[src/rtl/zero_shift_pkg.sv]
// Shared types and sizing helpers for the Zero machine iterative shift unit.
package zero_shift_pkg;

  typedef enum logic [1:0] {
    SHL = 2'd0,
    SHR = 2'd1,
    SAR = 2'd2,
    ROR = 2'd3
  } shift_op_t;

  typedef enum logic [1:0] {
    IDLE  = 2'd0,
    SHIFT = 2'd1,
    DONE  = 2'd2
  } shift_state_t;

  localparam int ZS_WIDTH = 12;
  localparam int ZS_AMT_W = $clog2(ZS_WIDTH + 1);

  // Bits needed to hold a count in 0..width inclusive.
  function automatic int amt_w(input int width);
    return $clog2(width + 1);
  endfunction

endpackage

[src/rtl/zero_shift_step.sv]
// One combinational shift step of s bits (s <= STEP); carry is the last bit moved out.
module zero_shift_step
  import zero_shift_pkg::*;
#(
  parameter int WIDTH = 12,
  parameter int STEP  = 1,
  localparam int SW   = amt_w(STEP)
) (
  input  logic [WIDTH-1:0] value_i,
  input  shift_op_t        op_i,
  input  logic [SW-1:0]    s_i,
  input  logic             sign_i,
  output logic [WIDTH-1:0] next_o,
  output logic             carry_o
);

  // Each op shifts through one spare bit so the carry falls out of the same shift.
  always_comb begin
    next_o  = value_i;
    carry_o = 1'b0;
    case (op_i)
      SHL: {carry_o, next_o} = {1'b0, value_i} << s_i;
      SHR: {next_o, carry_o} = {value_i, 1'b0} >> s_i;
      SAR: {next_o, carry_o} = (WIDTH+1)'($signed({sign_i, value_i, 1'b0}) >>> s_i);
      ROR: begin
        next_o  = WIDTH'({value_i, value_i} >> s_i);
        carry_o = next_o[WIDTH-1];
      end
      default: ;
    endcase
    if (s_i == '0) carry_o = 1'b0;
  end

endmodule

[src/rtl/zero_shift_unit.sv]
// Handshaked iterative shifter: accepts an op in IDLE, shifts STEP bits/cycle, holds result in DONE.
module zero_shift_unit
  import zero_shift_pkg::*;
#(
  parameter int WIDTH = 12,
  parameter int STEP  = 1,
  parameter int CNT_W = 16
) (
  input  logic             clock,
  input  logic             reset,
  input  logic             in_valid,
  output logic             in_ready,
  input  logic [1:0]       in_op,
  input  logic [WIDTH-1:0] in_value,
  input  logic [WIDTH-1:0] in_amount,
  output logic             out_valid,
  input  logic             out_ready,
  output logic [WIDTH-1:0] out_result,
  output logic             out_carry,
  output logic             busy,
  output logic [CNT_W-1:0] ops_done
);

  localparam int CW = amt_w(WIDTH);
  localparam int SW = amt_w(STEP);

  shift_state_t     state_q;
  shift_op_t        op_q;
  logic [WIDTH-1:0] val_q;
  logic [CW-1:0]    rem_q;
  logic             carry_q;
  logic             sign_q;
  logic             vld_q;
  logic [CNT_W-1:0] ops_q;

  logic [CW-1:0]    n_d;
  logic [SW-1:0]    s_d;
  logic [WIDTH-1:0] step_val;
  logic             step_carry;

  // Rotates wrap the amount; shifts saturate it at WIDTH.
  always_comb begin
    if (shift_op_t'(in_op) == ROR) n_d = CW'(int'(in_amount) % WIDTH);
    else if (int'(in_amount) >= WIDTH) n_d = CW'(WIDTH);
    else n_d = CW'(in_amount);
    s_d = (int'(rem_q) < STEP) ? SW'(rem_q) : SW'(STEP);
  end

  zero_shift_step #(.WIDTH(WIDTH), .STEP(STEP)) u_step (
    .value_i (val_q),
    .op_i    (op_q),
    .s_i     (s_d),
    .sign_i  (sign_q),
    .next_o  (step_val),
    .carry_o (step_carry)
  );

  always_ff @(posedge clock) begin
    if (reset) begin
      state_q <= IDLE;
      op_q    <= SHL;
      val_q   <= '0;
      rem_q   <= '0;
      carry_q <= 1'b0;
      sign_q  <= 1'b0;
      vld_q   <= 1'b0;
      ops_q   <= '0;
    end else begin
      case (state_q)
        IDLE: if (in_valid) begin
          op_q    <= shift_op_t'(in_op);
          val_q   <= in_value;
          sign_q  <= in_value[WIDTH-1];
          carry_q <= 1'b0;
          rem_q   <= n_d;
          state_q <= (n_d == '0) ? DONE : SHIFT;
        end
        SHIFT: begin
          val_q   <= step_val;
          carry_q <= step_carry;
          rem_q   <= rem_q - CW'(s_d);
          if (rem_q == CW'(s_d)) state_q <= DONE;
        end
        // out_valid is raised one cycle after entering DONE, giving latency 1+ceil(n/STEP).
        DONE: begin
          if (!vld_q) vld_q <= 1'b1;
          else if (out_ready) begin
            vld_q   <= 1'b0;
            state_q <= IDLE;
            ops_q   <= ops_q + CNT_W'(1);
          end
        end
        default: state_q <= IDLE;
      endcase
    end
  end

  assign in_ready   = (state_q == IDLE);
  assign busy       = (state_q != IDLE);
  assign out_valid  = vld_q;
  assign out_result = val_q;
  assign out_carry  = carry_q;
  assign ops_done   = ops_q;

endmodule

[config.mk]
export PLATFORM = sky130hd
export DESIGN_NAME = zero_shift_unit
export DESIGN_NICKNAME = d
export VERILOG_FILES = /design/src/rtl/zero_shift_pkg.sv /design/src/rtl/zero_shift_step.sv /design/src/rtl/zero_shift_unit.sv
export SDC_FILE = /design/constraint.sdc
export NUM_CORES = 1
export LEC_CHECK = 0
export ABC_AREA = 1
export BUFFER_PORTS_ARGS = -buffer_cell sky130_fd_sc_hd__buf_2
export CAP_MARGIN = 20
export CORE_UTILIZATION = 38
export CTS_CLUSTER_SIZE = 8
export DETAILED_ROUTE_END_ITERATION = 8
export PLACE_DENSITY = 0.55
export SLEW_MARGIN = 20
export SYNTH_ARGS = -nofsm -noshare
export SYNTH_HDL_FRONTEND = slang
export SYNTH_SLANG_ARGS = --single-unit
[constraint.sdc]
create_clock -name clock -period 4.84 [get_ports clock]
set_input_delay 0.484 -clock clock [delete_from_list [all_inputs] [get_ports clock]]
set_output_delay 0.484 -clock clock [all_outputs]
set_load 0.1 [all_outputs]
==> results.md <==
- The filler cells instantiated in the layout total 809.
- The number of nets in the synthesized netlist is 484.
- The most used flip-flop cell after synthesis is sky130_fd_sc_hd__dfxtp_1.
- The setup slack after layout is 0.674 ns.
- The total clock sinks is 39.
- Port buffering added between 60 and 70 buffers.
- The die is 88.8 µm wide.
- The overall routed net length is about 6700 µm.
- The number of global-route vias before repair was 2,550.
- Data on the critical path arrives at its endpoint at 4.40 ns.
- The maximum clock skew at final layout is 0.00654 ns.
- The count of pins over their slew limit is 0.
- Dividing the synthesized area by the synthesized cell count gives 6.34 µm².
- The slew at the pin closest to its max-slew limit is 0.838 ns.
- Setup repair after global routing left no endpoint under its margin.
- The number of hold violations in the final report is 0.
- The sequential standard cell area is 781 µm².
- The cell total after placement is between 600 and 700.
- The tree is rooted in a sky130_fd_sc_hd__clkbuf_8.
- The synthesized design contains 0 enable-type register cells.
- The post-route minimum period is 4.17 ns.
- Max-cap violations in this run came to 0.
- The type of element capturing the critical path is a flop.
- The switching part of the total is 46.9%.
- The sequential share of power is between 30% and 40%.
- The total core area is 7250 µm².
- 0 antenna diodes ended up in the layout.
- The final cell area excluding filler cells is between 3000 and 4000 µm².
- The cell depth of the worst flop-to-flop path is 13.
- The total number of vias is 2,983.
- The final layout contains 543 nets.
- The total global routing track utilization is 17.5%.
- The number of top-level design ports is between 60 and 70.
- The worst setup path is launched from a primary input.
- The required time at the worst-slack endpoint is 5.07 ns.
- Setup violations remaining at the end of the flow were counted as 0.
- The number of buffers created by CTS is 5.
- The netlist uses 42 different library cells.
- The number of standard cells after synthesis is roughly 450.
- The endpoint identified for the worst register-to-register timing path is ops_done[15].
- Leaving out fill and tap cells, the most frequent cell in the layout is sky130_fd_sc_hd__nand2_1.
- In the final routed layout, each cell accounts on average for 11.0 µm.
- The net switching power is approximately 570 µW.
- In this run the tightest slew margin relative to its limit is roughly 44%.
- The final sum of negative setup slack is 0 ns.
- The slowest stage of the critical path belongs to the cell sky130_fd_sc_hd__nand3_4.
- The clock slew seen by the registers of the worst setup and hold paths is about 0.08 ns.
- The final global-route overflow total is 0.
- The cell area reported after detailed placement is roughly 3300 µm².
- The fraction of the yosys area taken by sequential cells is 27.3%.
- The delay of the slowest cell on the worst path is 0.24 ns.
- In the final layout, the share of cells above drive strength 1 is 21.5%.
- The library cells used most frequently in the layout, excluding fill and tap cells, are sky130_fd_sc_hd__nand2_1, sky130_fd_sc_hd__inv_1, sky130_fd_sc_hd__buf_2.
- In the routed layout, each cell is associated on average with a via count of 4.89.
- The yosys synthesis warning count is 0.
- The multi-input combinational cells in the finished layout cover a total of 1750 µm².
- The power share of the clock group is 22.5%.
- The non-filler instance count after layout is between 600 and 700.
- The largest net degree at the start of global routing is 28.
- The run finished with clean final reports.
- Once the floorplan was initialized, standard cells occupied 39.5% of the core.
- The routability congestion estimate from global placement is ~0.78.
- Static timing analysis puts the maximum clock frequency at around 0.24 GHz.
- The CTS H-tree depth is 2.
- For this run, asynchronously set or reset flops after synthesis account for 0%.
- In this run the critical register-to-register path is launched from out_valid.
- At the later pin of the worst-skew pair, clock insertion delay measures 0.29 ns.
- Buffers inserted to repair hold after CTS numbered 0.
- The number of storage elements in the synthesis netlist is 39.
- The type of the worst setup path is primary input to flop.
- Combinational logic is responsible for 46.4% of the overall power.
- The number of standard-cell rows in the floorplan is 31.
- The total half-perimeter wirelength after legalization and detailed placement is 5180 µm.
- The post-synthesis instance area is 2860 µm².
- For this run, the detailed router's first-pass iteration total came to 4.
- The analysis attributes to cell leakage a power of 0.00160 µW.
- The floorplan step defined a die boundary enclosing 7880 µm².
- The wire length of the first global-routing pass is approximately 11,000 µm.
- In this run the worst setup path begins at in_amount[11].
- TritonCTS built the clock tree.
- For flop-to-flop paths, the worst setup slack is 2.01 ns.
- The cell that appears most often on the critical path is sky130_fd_sc_hd__nand2_1.
- The layout overhead on the synthesized area is 17.6%.
- The worst setup slack before clock tree synthesis is 0.342 ns.
- The count of instances resized after the clock tree is built is 0.
- The period utilization is approximately 86%.
- The count of nets left with antenna violations once routing finished came out at 0.
- The power density over the cells is about 360 nW/µm².
- Of all nets on the critical path, the largest fanout is 19.
- The height of the die is roughly 89 µm.
- The min-delay analysis places its worst path in the category primary input to flop.
- The DRC violation total after the first TritonRoute iteration is 107.
- In this run the deepest clock path goes through 2 buffers.
- In the routed design, unresolved DRC markers number 0.
- The internal cell power is 642 µW.
- In this run the worst setup path terminates at state_q[1].
- After clock tree synthesis, the setup repair step added 0 buffers.
- The worst vdd rail ir drop is about 0.00019 V.
- The number of antenna violations at the first check in global routing was 0.
metal layers:
layer,up-vias,global-route usage [%],part of all wire (%)
met1,1303,25.1,53
met2,49,27.4,43
met4,0,3.96,0.88
met3,6,2.89,3.7
li1,1625,-,-
met5,-,0,0
final cells by class:
class                   count  area share, %
clock buffers               5           2.05
clock inverters             3           1.30
inverters                  75           8.44
multi-input cells         327           52.0
flip-flops and latches     39           23.2
well taps                  99           3.68
repair buffers             62           9.30
Yosys cell counts, drive strengths merged, types with 4 or more instances:
library cell  instances  area (µm²)
nand2               120         468
a21oi                27         150
o221ai                8        70.1
inv                  72         270
nor2                 42         198
nor3                  4        20.0
clkbuf                9        37.5
dfxtp                39         781
nand3                37         258
o21ai                32         160
a31oi                16         106
nand4                19         138
cell families (layout without fill, tap and decap cells):
family,Yosys count,count (layout),share of synthesized area [%]
adders and majority gates,3,3,1.31
DFF,39,39,27.3
and+or+nand+nor,229,229,39.4
AOI/OAI and AO/OA,92,92,19.5
xor gates and xnor gates,3,3,0.918
buffers and inverters,85,145,11.5
worst min path at each step:
stage | from | to | slack [ns] | cells past startpoint
6_report | in_value[8] | out_result[8] | 0.46 | 3
3_5_place_dp | ops_done[15] | ops_done[15] | 0.46 | 1
5_1_grt | in_value[5] | out_result[5] | 0.46 | 3
4_1_cts | in_value[8] | out_result[8] | 0.45 | 3
3_3_place_gp | ops_done[15] | ops_done[15] | 0.45 | 1
2_1_floorplan | sign_q | sign_q | 0.45 | 2
flip-flops by register name, summed over array words and instances (netlist names):
register,cells
sign_q,1
ops_done,16
op_q,2
state_q,2
out_carry,1
rem_q,4
out_valid,1
out_result,12
worst max-delay path: cells and delay by family:
kind / cells / cell delay, ns
simple gates: 29 / 3.11
compound gates: 3 / 0.37
fa+ha+maj: 1 / 0.19
buf+inv: 2 / 0.22
metrics by stage:
stage | hold WS [ns] | utilization [%] | total power (µW)
3_5_place_dp | 0.463 | 44.8 | 947
4_1_cts | 0.448 | 46.4 | 1220
2_1_floorplan | 0.446 | - | 846
3_3_place_gp | 0.454 | 44.8 | 943
6_report | 0.455 | 46.4 | 1210
5_1_grt | 0.457 | 46.4 | 1300
power by group through the flow:
| stage | Sequential (µW) | Clock [µW] | Combinational, µW |
|---|---|---|---|
| floorplan | 522 | 0 | 324 |
| global placement | 384 | 0 | 559 |
| detailed placement | 385 | 0 | 563 |
| CTS | 377 | 281 | 565 |
| global route | 382 | 295 | 617 |
| finish | 377 | 272 | 562 |
No activity file was read; power rests on OpenSTA's default activity.
